[config.mk]
export PLATFORM = sky130hd
export DESIGN_NAME = ultra_net_mac_pipe
export DESIGN_NICKNAME = d
export VERILOG_FILES = /design/src/rtl/ultra_net_mac_pipe.sv
export SDC_FILE = /design/constraint.sdc
export NUM_CORES = 1
export LEC_CHECK = 0
export CAP_MARGIN = 10
export CELL_PAD_IN_SITES_DETAIL_PLACEMENT = 0
export CELL_PAD_IN_SITES_GLOBAL_PLACEMENT = 1
export CORE_MARGIN = 3
export CORE_UTILIZATION = 49
export DETAILED_ROUTE_END_ITERATION = 12
export GPL_ROUTABILITY_DRIVEN = 0
export GPL_TIMING_DRIVEN = 0
export MAX_ROUTING_LAYER = met4
export PLACE_DENSITY = 0.92
export SETUP_SLACK_MARGIN = 0.4
export SLEW_MARGIN = 20
export SYNTH_ARGS = -nofsm -noshare
export SYNTH_HDL_FRONTEND = slang
export SYNTH_SLANG_ARGS = --single-unit
[constraint.sdc]
create_clock -name ap_clk -period 8.95 [get_ports ap_clk]
set_clock_uncertainty 0.2 [all_clocks]
set_input_delay 1.79 -clock ap_clk [delete_from_list [all_inputs] [get_ports ap_clk]]
set_output_delay 1.79 -clock ap_clk [all_outputs]
set_load 0.01 [all_outputs]
[src/rtl/ultra_net_mac_pipe.sv]
// ultra_net_mac_pipe: pipelined unsigned-activation x signed-weight MAC with group accumulation.
// Latency: an accepted first&last beat shows on out_valid NUM_STAGE+1 cycles after acceptance; 1 beat/cycle.
// Backpressure: out_valid && !out_ready freezes every stage, the accumulator and the result; in_ready drops.
//
// Optional feature macro: ULTRA_NET_MAC_SAT_EN
//   defined   -> out_acc is OUT_W wide, clamped at emission, out_sat flags clamping
//   undefined -> out_acc is the full ACC_W sum, no out_sat port
//
// Ports:
//   ap_clk, ap_rst                 clock, synchronous active-high reset
//   in_valid/in_ready              input beat handshake
//   in_a, in_b                     unsigned activation, signed weight
//   in_first, in_last              group delimiters carried with the beat
//   out_valid/out_ready            result handshake
//   out_acc (, out_sat)            signed group sum (and saturation flag)
module ultra_net_mac_pipe #(
  parameter int A_W       = 12,
  parameter int B_W       = 18,
  parameter int ACC_W     = 40,
  parameter int NUM_STAGE = 3,
  parameter int OUT_W     = 32
) (
  input  logic                    ap_clk,
  input  logic                    ap_rst,
  input  logic                    in_valid,
  output logic                    in_ready,
  input  logic [A_W-1:0]          in_a,
  input  logic signed [B_W-1:0]   in_b,
  input  logic                    in_first,
  input  logic                    in_last,
  output logic                    out_valid,
  input  logic                    out_ready,
`ifdef ULTRA_NET_MAC_SAT_EN
  output logic signed [OUT_W-1:0] out_acc,
  output logic                    out_sat
`else
  output logic signed [ACC_W-1:0] out_acc
`endif
);

  localparam int P_W = A_W + B_W;
`ifdef ULTRA_NET_MAC_SAT_EN
  localparam int RES_W = OUT_W;
`else
  localparam int RES_W = ACC_W;
`endif

  // Elaboration-time guard on the legal parameter space.
  localparam bit CFG_OK = (ACC_W >= P_W) && (OUT_W <= ACC_W) && (OUT_W >= 2) &&
                          (NUM_STAGE >= 1) && (NUM_STAGE <= 6);
  if (!CFG_OK) begin : g_bad_cfg
    $error("ultra_net_mac_pipe: illegal parameter combination");
  end

  // ---------------------------------------------------------------------------
  // Handshake / stall
  // ---------------------------------------------------------------------------
  logic out_valid_q, out_valid_d;
  logic stall;
  logic take;

  assign stall    = out_valid_q && !out_ready;
  assign in_ready = !ap_rst && !stall;
  assign take     = in_valid && in_ready;

  // ---------------------------------------------------------------------------
  // Multiplier pipeline
  // ---------------------------------------------------------------------------
  // Operands are widened to P_W before the multiply so the product is exact:
  // activation zero-extended, weight sign-extended.
  logic signed [P_W-1:0] a_ext;
  logic signed [P_W-1:0] b_ext;
  logic signed [P_W-1:0] prod_in;

  assign a_ext   = {{B_W{1'b0}}, in_a};
  assign b_ext   = {{A_W{in_b[B_W-1]}}, in_b};
  assign prod_in = a_ext * b_ext;

  // The product is formed into stage 0 and carried through the remaining
  // stages so downstream tools can retime the multiplier across them.
  logic signed [P_W-1:0] p_q [NUM_STAGE];
  logic [NUM_STAGE-1:0]  vld_q;
  logic [NUM_STAGE-1:0]  first_q;
  logic [NUM_STAGE-1:0]  last_q;

  always_ff @(posedge ap_clk) begin
    if (ap_rst) begin
      vld_q   <= '0;
      first_q <= '0;
      last_q  <= '0;
    end else if (!stall) begin
      vld_q[0]   <= take;
      // Bubbles carry clean tags so a stray first/last never leaks forward.
      first_q[0] <= take && in_first;
      last_q[0]  <= take && in_last;
      for (int i = 1; i < NUM_STAGE; i++) begin
        vld_q[i]   <= vld_q[i-1];
        first_q[i] <= first_q[i-1];
        last_q[i]  <= last_q[i-1];
      end
    end
  end

  // Product data needs no reset: it is only consumed alongside a valid bit.
  always_ff @(posedge ap_clk) begin
    if (!stall) begin
      p_q[0] <= prod_in;
      for (int i = 1; i < NUM_STAGE; i++) begin
        p_q[i] <= p_q[i-1];
      end
    end
  end

  logic                    fin_vld;
  logic                    fin_first;
  logic                    fin_last;
  logic signed [ACC_W-1:0] p_ext;

  assign fin_vld   = vld_q[NUM_STAGE-1];
  assign fin_first = first_q[NUM_STAGE-1];
  assign fin_last  = last_q[NUM_STAGE-1];
  assign p_ext     = ACC_W'(p_q[NUM_STAGE-1]);

  // ---------------------------------------------------------------------------
  // Accumulator
  // ---------------------------------------------------------------------------
  logic signed [ACC_W-1:0] acc_q, acc_d;
  // Set once the last accumulated beat closed its group: the next beat restarts
  // the sum even without a first tag.
  logic                    grp_done_q, grp_done_d;

  always_comb begin
    acc_d      = acc_q;
    grp_done_d = grp_done_q;
    if (!stall && fin_vld) begin
      if (fin_first || grp_done_q) begin
        acc_d = p_ext;
      end else begin
        acc_d = acc_q + p_ext;
      end
      grp_done_d = fin_last;
    end
  end

  always_ff @(posedge ap_clk) begin
    if (ap_rst) begin
      acc_q      <= '0;
      grp_done_q <= 1'b0;
    end else begin
      acc_q      <= acc_d;
      grp_done_q <= grp_done_d;
    end
  end

  // ---------------------------------------------------------------------------
  // Result formatting
  // ---------------------------------------------------------------------------
  logic signed [RES_W-1:0] res_val;
  logic                    res_sat;

`ifdef ULTRA_NET_MAC_SAT_EN
  // The sum fits OUT_W exactly when all bits from the OUT_W sign bit upward agree.
  logic [ACC_W-OUT_W:0] acc_hi;
  assign acc_hi  = acc_d[ACC_W-1:OUT_W-1];
  assign res_sat = !((&acc_hi) || !(|acc_hi));
  assign res_val = !res_sat         ? acc_d[OUT_W-1:0] :
                   acc_d[ACC_W-1]   ? {1'b1, {(OUT_W-1){1'b0}}} :
                                      {1'b0, {(OUT_W-1){1'b1}}};
`else
  assign res_val = acc_d;
  assign res_sat = 1'b0;
`endif

  // ---------------------------------------------------------------------------
  // Output register
  // ---------------------------------------------------------------------------
  logic signed [RES_W-1:0] out_acc_q, out_acc_d;
  logic                    out_sat_q, out_sat_d;

  // When not stalled the current result is either absent or being taken this
  // cycle, so a new group result may load over it with out_valid staying high.
  always_comb begin
    out_valid_d = out_valid_q;
    out_acc_d   = out_acc_q;
    out_sat_d   = out_sat_q;
    if (!stall) begin
      if (fin_vld && fin_last) begin
        out_valid_d = 1'b1;
        out_acc_d   = res_val;
        out_sat_d   = res_sat;
      end else begin
        out_valid_d = 1'b0;
        out_sat_d   = 1'b0;
      end
    end
  end

  always_ff @(posedge ap_clk) begin
    if (ap_rst) begin
      out_valid_q <= 1'b0;
      out_acc_q   <= '0;
      out_sat_q   <= 1'b0;
    end else begin
      out_valid_q <= out_valid_d;
      out_acc_q   <= out_acc_d;
      out_sat_q   <= out_sat_d;
    end
  end

  assign out_valid = out_valid_q;
  assign out_acc   = out_acc_q;
`ifdef ULTRA_NET_MAC_SAT_EN
  assign out_sat   = out_sat_q;
`else
  // Saturation never happens at full width; keep the net tied off.
  logic unused_sat;
  assign unused_sat = out_sat_q ^ res_sat;
`endif

endmodule

# [Yosys cells after proc, flatten, opt, wreduce, memory -nomap -nowiden]
# Memory sizes are Yosys's and may differ from the RTL's.
# Cells that the tools add are included.
[word_totals] regBits=91 mem_bits_rw=90 output_inout_bits=42 word_cells=27 n_memories=1
[classes] addsub=1 n_mul=1 mux=4 bitwise_logic=1 reduce_logical=12
[memory_table] name="p_q" depth=3 word_bits=30 rd=3 rd_ports_with_merged_regs=0 wr=3 line_no="81" text="logic signed [P_W-1:0] p_q [NUM_STAGE];"
[op_table] cell="$mux W40" n=2
[op_table] cell="$add A40 B30 Y40" n=1
[op_table] cell="$mul A13 B18 Y30" n=1
[op_table] cell="$logic_and A1 B1 Y1" n=7
[op_table] cell="$logic_not A1 Y1" n=3
[op_table] cell="$mux W1" n=2
[op_table] cell="$reduce_and A2 Y1" n=1
[op_table] cell="$logic_or A1 B1 Y1" n=1
[op_table] cell="$not A1 Y1" n=1

# [Depth between registers and ports, before layout]
# Gate-level depths: netlist of run 1.
[depth] depth_word=6 mapped_depth=24 ltp_nobuf=22

# [Least setup slack after synthesis of run 1]
# Ideal clock, no wire load.
[synth_path] kind="input-to-reg" start="input port in_a[5]" end="memory p_q[0][28] (netlist bit), data pin" setup_ps=262 t_arrival_ps=7123 setup_slack_ps=1365 stages=22 cell_sequence="clkbuf_1 > clkbuf_1 > nand2_1 > fa_1 > fa_1 > fa_1 > inv_1 > fa_1 > inv_1 > fa_1 > inv_1 > ha_1 > a21oi_1 > nand2_1 > a21o_1 > a21oi_1 > o21ai_0 > a221oi_1 > o21ai_0 > a211oi_1 > a21oi_1 > xor2_1"
[synth_rtl] element="from (decl)" line_no="27" text="input logic [A_W-1:0] in_a,"
[synth_rtl] element="to (decl)" line_no="81"

==> run metrics, run 1 <==
setup TNS 0 ns; hold buffer count at CTS 0; Post-synth EDFFs 90; multiplexer share of the synthesized area 0.00919; Final min period about 8.3 ns; Reg2Reg Setup Slack ~5.1 ns; Storage cell area 4520 um2; final net count 2190; switching power of the nets 2.56 mW; Ports 78; share of layout cells above drive strength 1 0.0306; crit path DAT 8.24 ns; ANT nets after route 0; Critical Path RT 8.94 ns; CTS tree done; vias between 10k and 15k; Max-slew headroom 0.488; Area Overhead vs Synth 11.6%; chip width 189 um; global routing's busiest layer met2; VDD IR max 0.000220 V; Worst-path clk slew 0.07 ns; Post-synth top flop dfxtp_1; largest net degree at the start of global routing 53; Critical R2R Launch p_q[0][60]; xor/xnor share of the synthesized area 0.0305; R2R depth 13; YS warnings 0; MaxCap Viol Count 0; CTS sink count 181; # H-tree levels 4; Sw Share 0.435; Initial Util 0.500; initial antenna violation count 0; Setup crit start kind primary input; Post-Synth Simple-Gate Area 0.158; diode count 0; DRT iter0 DRCs 666; Seq cells post-synth 181; sequential share of power 0.239; die area between 30000 and 40000 um2; Synth cell types 64; CP Launch Point in_a[2]; final setup margin between 0.6 and 0.7 ns; LEAKAGE 8.30 nW; Overall Global Routing Usage 0.222; grt total ovfl 0; final-report hold violation count 0; Synth Area in Adders 0.322; final period utilization 0.922; worst hold path class register to register; measured slew at the worst slew-check pin approximately 0.77 ns; pre-CTS worst setup slack 0.0358 ns; met2 Resource Use GR 0.377; Max FO, Critical Path 10; CTS Buf Count 17; Crit Path Class primary input to register; Clock power frac 0.126; routing usage on met1 0.280; # fillers roughly 3k; FF-to-FF End acc_q[32]; DP Area 17600 um2; Multi-input gate area 10400 um2; ys async rst share 0; syn_nets roughly 2.1k; drt pass-1 iters 7; vias in the first global route 12.8k; postcts setup bufs 0; HPWL Detailed 29.8 mm; DRT Wirelength around 37 mm; Max Buffers Root-to-Sink 2; Final Instance Count excl. Fillers 2306; outcome finished clean; Final Max Slew Viols 0; f_max 121 MHz; placed cells 2274; Cell Rows between 60 and 70; # setup viols final 0; Seq/Total Area, Yosys 0.277; root buffer cell clkbuf_16; Logic pwr share 0.636; wire per inst approximately 16 um; CP endpoint kind register; RSZ-0062 raised after global routing false; clk_lat worst skew around 0.44 ns; total core area 32700 um2; Synth Area in Compound Gates 0.118; vias per inst 5.30; Cell Area, Synth 16300 um2; Syn Area/Cell about 9.3 um2; P_int roughly 3.3 mW; Post-Synthesis Cells 1761; Buffers on Ports 70; met3 usage 0.0296; first-pass GRT wire length 62.6 mm; DRC viols 0; fin util 0.558; Setup crit end p_q[0][28]; PD cells 323 nW/um2; main combinational cell family by area after synthesis adder cells; die height 189 um; final instance area roughly 18000 um2
[sequential cells by signal (all words and copies together), names as in the netlist]
register / cells
p_q: 90
acc_q: 40
out_acc: 40
first_q: 3
last_q: 3
vld_q: 3
grp_done_q: 1
out_valid: 1
[critical path: stages]
cell and delay (ns):
clkdlybuf4s50_1 0.68, clkbuf_1 0.48, and2_1 0.24, fa_1 0.43
inv_1 0.08, fa_1 0.41, inv_1 0.08, fa_1 0.46
fa_1 0.54, inv_1 0.05, fa_1 0.47, inv_1 0.04
ha_1 0.34, nand3_1 0.11, nand2_1 0.05, a21o_1 0.20
a21oi_1 0.15, o21ai_0 0.22, a221oi_2 0.43, o21ai_0 0.27
a211oi_1 0.43, a21oi_1 0.14, xor2_1 0.15
[how the worst min path moves through the flow]
stage	cells past startpoint	slack, ns	to	startpoint
after floorplan	0	0.20	p_q[0][30]	p_q[0][0]
after detailed placement	0	0.20	p_q[0][47]	p_q[0][17]
after global placement	0	0.20	p_q[0][39]	p_q[0][9]
final	0	0.22	p_q[0][52]	p_q[0][22]
after global routing	0	0.23	p_q[0][82]	p_q[0][52]
after CTS	0	0.22	p_q[0][52]	p_q[0][22]
[stage by stage]
stage | hold slack [ns] | total power [mW]
2_1_floorplan | 0.200 | 4.38
5_1_grt | 0.228 | 6.50
3_3_place_gp | 0.201 | 4.97
3_5_place_dp | 0.205 | 5.13
4_1_cts | 0.221 | 5.89
6_report | 0.219 | 5.89
[synthesized netlist by cell type (18+ instances only)]
| cell | number | area, um2 |
|---|---|---|
| edfxtp_1 | 90 | 2700 |
| clkbuf_1 | 77 | 289 |
| nor3_1 | 19 | 95.1 |
| a211oi_1 | 57 | 428 |
| fa_1 | 196 | 3920 |
| nor2_1 | 123 | 462 |
| o21bai_1 | 18 | 135 |
| inv_1 | 280 | 1050 |
| nand2_1 | 203 | 762 |
| a21o_1 | 34 | 255 |
| and2_1 | 106 | 663 |
| ha_1 | 107 | 1340 |
| xnor2_1 | 42 | 368 |
| o21ai_0 | 34 | 170 |
| nand3_1 | 19 | 95.1 |
| a21oi_1 | 87 | 435 |
| dfxtp_1 | 91 | 1820 |
[layer usage]
metal,vias to the layer above,wire [um]
li1,5895,-
met1,5949,16400
met4,0,776
met5,-,0
met2,317,18100
met3,55,1830
[cell families after synthesis]
| group | after synthesis |
|---|---|
| muxes | 15 |
| and+or+nand+nor | 542 |
| AOI/OAI and AO/OA | 291 |
| adders and majority gates | 303 |
| xor gates and xnor gates | 57 |
| buffers and inverters | 372 |
| DFF | 181 |
[power by group through the flow]
| stage | combinational, mW | clock, mW | sequential, mW |
|---|---|---|---|
| after floorplan | 3.00 | 0 | 1.38 |
| after global placement | 3.56 | 0 | 1.41 |
| after detailed placement | 3.71 | 0 | 1.42 |
| after CTS | 3.73 | 0.754 | 1.41 |
| after global routing | 4.29 | 0.785 | 1.43 |
| final | 3.75 | 0.742 | 1.41 |
[layout make-up]
type	instances	share of cell area
Clock inverter	14	0.00878
Clock buffer	18	0.0241
Tap cell	442	0.0303
Timing Repair Buffer	71	0.0399
Inverter	280	0.0576
Sequential cell	181	0.248
Multi-Input combinational cell	1208	0.571
Buffer	92	0.0197
[cell usage in the layout (no fill, tap or decap), types with 17 or more instances in the layout]
master	netlist	routed
o21bai_1	18	18
clkbuf_1	77	75
clkdlybuf4s50_1	0	70
nand2_1	203	203
edfxtp_1	90	90
a21o_1	34	34
a211oi_1	57	57
a21oi_1	87	87
and2_1	106	106
nor3_1	19	19
xnor2_1	42	42
inv_1	280	280
ha_1	107	107
clkbuf_16	0	17
dfxtp_1	91	91
o21ai_0	34	34
fa_1	196	196
nor2_1	123	123
nand3_1	19	19
[repair_timing]
action,4_1_cts,5_1_grt
endpoints found under the hold margin,0,0
gates resized for setup,0,3
endpoints found under the setup margin,0,2
Note: power is estimated with default switching activity, not from simulation.
==> run 2, diff against run 1 <==
--- a/config.mk
+++ b/config.mk
@@ -8,7 +8,7 @@
 export CAP_MARGIN = 10
 export CELL_PAD_IN_SITES_DETAIL_PLACEMENT = 0
 export CELL_PAD_IN_SITES_GLOBAL_PLACEMENT = 1
-export CORE_MARGIN = 3
+export CORE_MARGIN = 1
 export CORE_UTILIZATION = 49
 export DETAILED_ROUTE_END_ITERATION = 12
 export GPL_ROUTABILITY_DRIVEN = 0
==> run 2 against run 1 <==
  * The run now fails in detailed routing (5_2_route)
  * Global-route usage is 1.3 points higher
  * Synthesized cell count unchanged
  * Area after synthesis is the same
==> run metrics, run 2 <==
grt total ovfl 0 (unchanged); chip width 185 um (was 189 um); placed cells 2274 (unchanged); area leader, netlist fa_1 (unchanged); Seq cells post-synth 181 (unchanged); worst setup endpoint GRT p_q[0][28]$_DFFE_PN_/D; die height 185 um (was 189 um); outcome stopped before the end (was finished clean); CTS sink count 181 (unchanged); Post-Synthesis Cells 1761 (unchanged); ys async rst share 0 (unchanged); Max Buffers Root-to-Sink 2 (unchanged); Cell Rows 66 (unchanged); synth cell count leaders 280 x inv_1, 203 x nand2_1, 196 x fa_1 (unchanged); Stop Error [ERROR DRT-0255] Maze Route cannot find path of net ap_clk in worker of routeBox ( 144900 0 ) ( 184620 48300 ).; Post-synth top flop dfxtp_1 (unchanged); Seq/Total Area, Yosys 0.277 (unchanged); Post-synth EDFFs 90 (unchanged); CTS Buf Count 17 (unchanged); first-pass GRT wire length 61.2 mm (was 62.6 mm); Overall Global Routing Usage 0.234 (was 0.222); # H-tree levels 4 (unchanged); hold buffer count at CTS 0 (unchanged); failing step detailed routing (5_2_route); initial antenna violation count 0 (unchanged); WEP type register data pin; Initial Util 0.500 (unchanged); DP Area 17600 um2 (unchanged); Synth top area share 0.240 (unchanged); Ports 78 (unchanged); YS warnings 0 (unchanged); vias in the first global route 12.2k (was 12.8k); Synth cell types 64 (unchanged); Cell Area, Synth 16300 um2 (unchanged); largest net degree at the start of global routing 52 (was 53); top-count cell post-synth inv_1 (unchanged); root buffer cell clkbuf_16 (unchanged); Syn Area/Cell 9.28 um2 (unchanged); largest cells by area after synthesis fa_1 24%, edfxtp_1 17%, dfxtp_1 11% (unchanged); Buffers on Ports 70 (unchanged); HPWL Detailed 29.6 mm (was 29.8 mm); syn_nets 2100 (unchanged)
## run 2: what timing repair did
action,in CTS,in global routing
endpoints found under the setup margin,0,3
gates resized for setup,0,5
buffers inserted,0,0
hold endpoints to repair,0,0
## run 2: per-layer routing
metal  GRT usage
met5           -
met4      0.0661
met3      0.0249
met2       0.392
met1       0.302
## run 2: logic make-up after synthesis
logic type | synth area share
AOI/OAI and AO/OA | 0.118
xor gates and xnor gates | 0.0305
adders and majority gates | 0.322
buffers and inverters | 0.0860
DFF | 0.277
muxes | 0.00919
and+or+nand+nor | 0.158
## run 2: metrics by stage
step                setup slack [ns]  hold WS [ns]   util
floorplan                       1.36         0.200      -
global placement               0.212         0.200  0.538
detailed placement            0.0134         0.205  0.539
CTS                            0.477         0.222  0.557
global route                   0.464         0.224  0.558
==> run 3, diff against run 2 <==
==> config.mk (replaced) <==
export PLATFORM = sky130hd
export DESIGN_NAME = ultra_net_mac_pipe
export DESIGN_NICKNAME = d
export VERILOG_FILES = /design/src/rtl/ultra_net_mac_pipe.sv
export SDC_FILE = /design/constraint.sdc
export NUM_CORES = 1
export LEC_CHECK = 0
export CAP_MARGIN = 10
export CORE_MARGIN = 1
export CORE_UTILIZATION = 40
export DETAILED_ROUTE_END_ITERATION = 12
export GPL_ROUTABILITY_DRIVEN = 0
export GPL_TIMING_DRIVEN = 0
export PLACE_DENSITY_LB_ADDON = 0.15
export SLEW_MARGIN = 20
export SYNTH_ARGS = -nofsm -noshare
export SYNTH_HDL_FRONTEND = slang
export SYNTH_SLANG_ARGS = --single-unit
==> run 3 against run 2 <==
  * The run now ends clean
  * Global-route usage decreased by 4.2 points
==> run metrics, run 3 (same netlist as run 1, synthesis figures left out) <==
crit-path cells clkdlybuf4s50_1, clkbuf_1, and2_1, fa_1, inv_1, fa_1, inv_1, fa_1, fa_1, inv_1, fa_1, inv_1, ha_1, nand3_1, nand2_1, a21o_1, a21oi_1, o21ai_0, a221oi_1, o21ai_0, a211oi_1, a21oi_1, xor2_1; Max FO, Critical Path 10; commonest non-fill, non-tap cell in the layout inv_1; # setup viols final 0; clk_lat worst skew 0.44 ns; worst hold path class register to register; Worst Path Buf+Inv 6; Final Max Slew Viols 0; chip width 204 um (was 185 um); total core area 40000 um2; Logic pwr share 0.634; Max-slew headroom 0.444; setup TNS 0 ns; CP Launch Point in_a[2]; Cell Rows 73 (was 66); first-pass GRT wire length 63.6 mm (was 61.2 mm); DRT Wirelength about 38 mm; final setup margin 0.612 ns; pre-CTS worst setup slack -0.0481 ns (was 0.0134 ns); Clock power frac 0.124; HP Start p_q[0][41]; placed cells 2357 (was 2274); Max Buffers Root-to-Sink 2 (unchanged); Setup crit start kind primary input; CTS tree done; Sw Share 0.427; DRC viols 0; Final Instance Count excl. Fillers between 2k and 2.5k; outcome finished clean (was stopped before the end); crit path DAT 8.32 ns; Crit path top cell by count fa_1; share of layout cells above drive strength 1 0.0290; VDD IR max 0.000204 V; worst hold path cell count 0; FF-to-FF End out_acc[38]; # fillers approximately 4k; measured slew at the worst slew-check pin roughly 0.83 ns; master of the slowest instance on the critical path clkdlybuf4s50_1; final net count 2190; max reg flops 90; diode count 0; MaxCap Viol Count 0; Overall Global Routing Usage 0.193 (was 0.234); RSZ-0062 raised after global routing false; most frequent cells in the layout 280 x inv_1, 203 x nand2_1, 196 x fa_1; Area Overhead vs Synth 12.0%; initial antenna violation count 0 (unchanged); vias 12.1k; die height 204 um (was 185 um); P_int roughly 3.3 mW; Crit Path Class primary input to register; ANT nets after route 0; final period utilization 0.932; CP endpoint kind register; Critical R2R Launch p_q[0][89]; Reg2Reg Setup Slack 5.08 ns; CTS Buf Count 17 (unchanged); wire per inst 16.1 um; PD cells 318 nW/um2; postcts setup bufs 0 (unchanged); Buffers on Ports 70 (unchanged); Multi-input gate area 10400 um2; HPWL Detailed 30.8 mm (was 29.6 mm); switching power of the nets 2.48 mW; R2R depth 12; max incr delay on CP between 0.6 and 0.7 ns; die area 41700 um2; Worst-path clk slew approximately 0.07 ns; DRT iter0 DRCs between 500 and 600; drt pass-1 iters 5; Ports 78 (unchanged); LEAKAGE 8.29 nW; root buffer cell clkbuf_16 (unchanged); Final min period 8.34 ns; grt total ovfl 0 (unchanged); Critical Path RT 8.93 ns; family with the most delay on the worst path adder cells; Initial Util 0.408 (was 0.500); Storage cell area 4520 um2; register with the highest flop count p_q; # H-tree levels 4 (unchanged); largest net degree at the start of global routing 54 (was 52); worst hold endpoint p_q[0][71]; vias per inst just over 5; final-report hold violation count 0; sequential share of power 0.242; CTS sink count 181 (unchanged); vias in the first global route 12.2k (about the same); f_max 120 MHz
[run 3: how the worst max path moves through the flow]
| stage | to | slack (ns) | depth (start not counted) |
|---|---|---|---|
| 6_report | p_q[0][28] | 0.61 | 23 |
| 4_1_cts | p_q[0][28] | 0.43 | 23 |
| 3_5_place_dp | p_q[0][28] | -0.05 | 23 |
| 3_3_place_gp | p_q[0][28] | 0.1 | 23 |
| 2_1_floorplan | p_q[0][28] | 1.36 | 22 |
| 5_1_grt | p_q[0][28] | 0.11 | 23 |
[run 3: repair_timing]
item / 4_1_cts / 5_1_grt
resized for setup: 0 / 2
setup endpoints to repair: 0 / 1
hold buffers: 0 / 0
[run 3: worst reg2reg max path: cells and delay by family (launching register included)]
family	cells	cell delay (ns)
AND/OR/NAND/NOR	4	0.97
adder cells (fa/ha/maj)	1	0.41
AO/OA/AOI/OAI	6	1.35
buffers and inverters	1	0.21
flip-flops	1	0.68
[run 3: per-stage QoR]
stage / power, mW / utilization / hold slack, ns / cell area, um2
3_5_place_dp: 5.14 / 0.443 / 0.205 / 17700
2_1_floorplan: 4.38 / - / 0.200 / 16300
5_1_grt: 6.46 / 0.457 / 0.220 / 18300
6_report: 5.82 / 0.457 / 0.216 / 18300
4_1_cts: 5.89 / 0.457 / 0.219 / 18300
3_3_place_gp: 5.05 / 0.442 / 0.201 / 17700
[run 3: final cells by class]
type / count / share of cell area
Buffer: 92 / 0.0196
Clock buffer: 19 / 0.0242
Clock inverter: 13 / 0.00670
Inverter: 280 / 0.0574
Multi-Input combinational cell: 1208 / 0.569
Sequential cell: 181 / 0.247
Tap cell: 525 / 0.0359
Timing Repair Buffer: 71 / 0.0398
[run 3: power by group through the flow]
stage	Clock (mW)	Sequential (mW)	Combinational (mW)
after detailed placement	0	1.43	3.71
after global placement	0	1.42	3.63
after global routing	0.774	1.43	4.26
final	0.720	1.41	3.69
after floorplan	0	1.38	3.00
after CTS	0.743	1.41	3.73
[run 3: layer usage]
metal,track usage,part of all wire,vias up,routed length [um]
li1,-,-,5887,-
met1,0.259,0.47,5867,18000
met2,0.327,0.48,258,18300
met3,0.0198,0.034,51,1310
met4,0.0592,0.019,0,727
met5,0,0,-,0
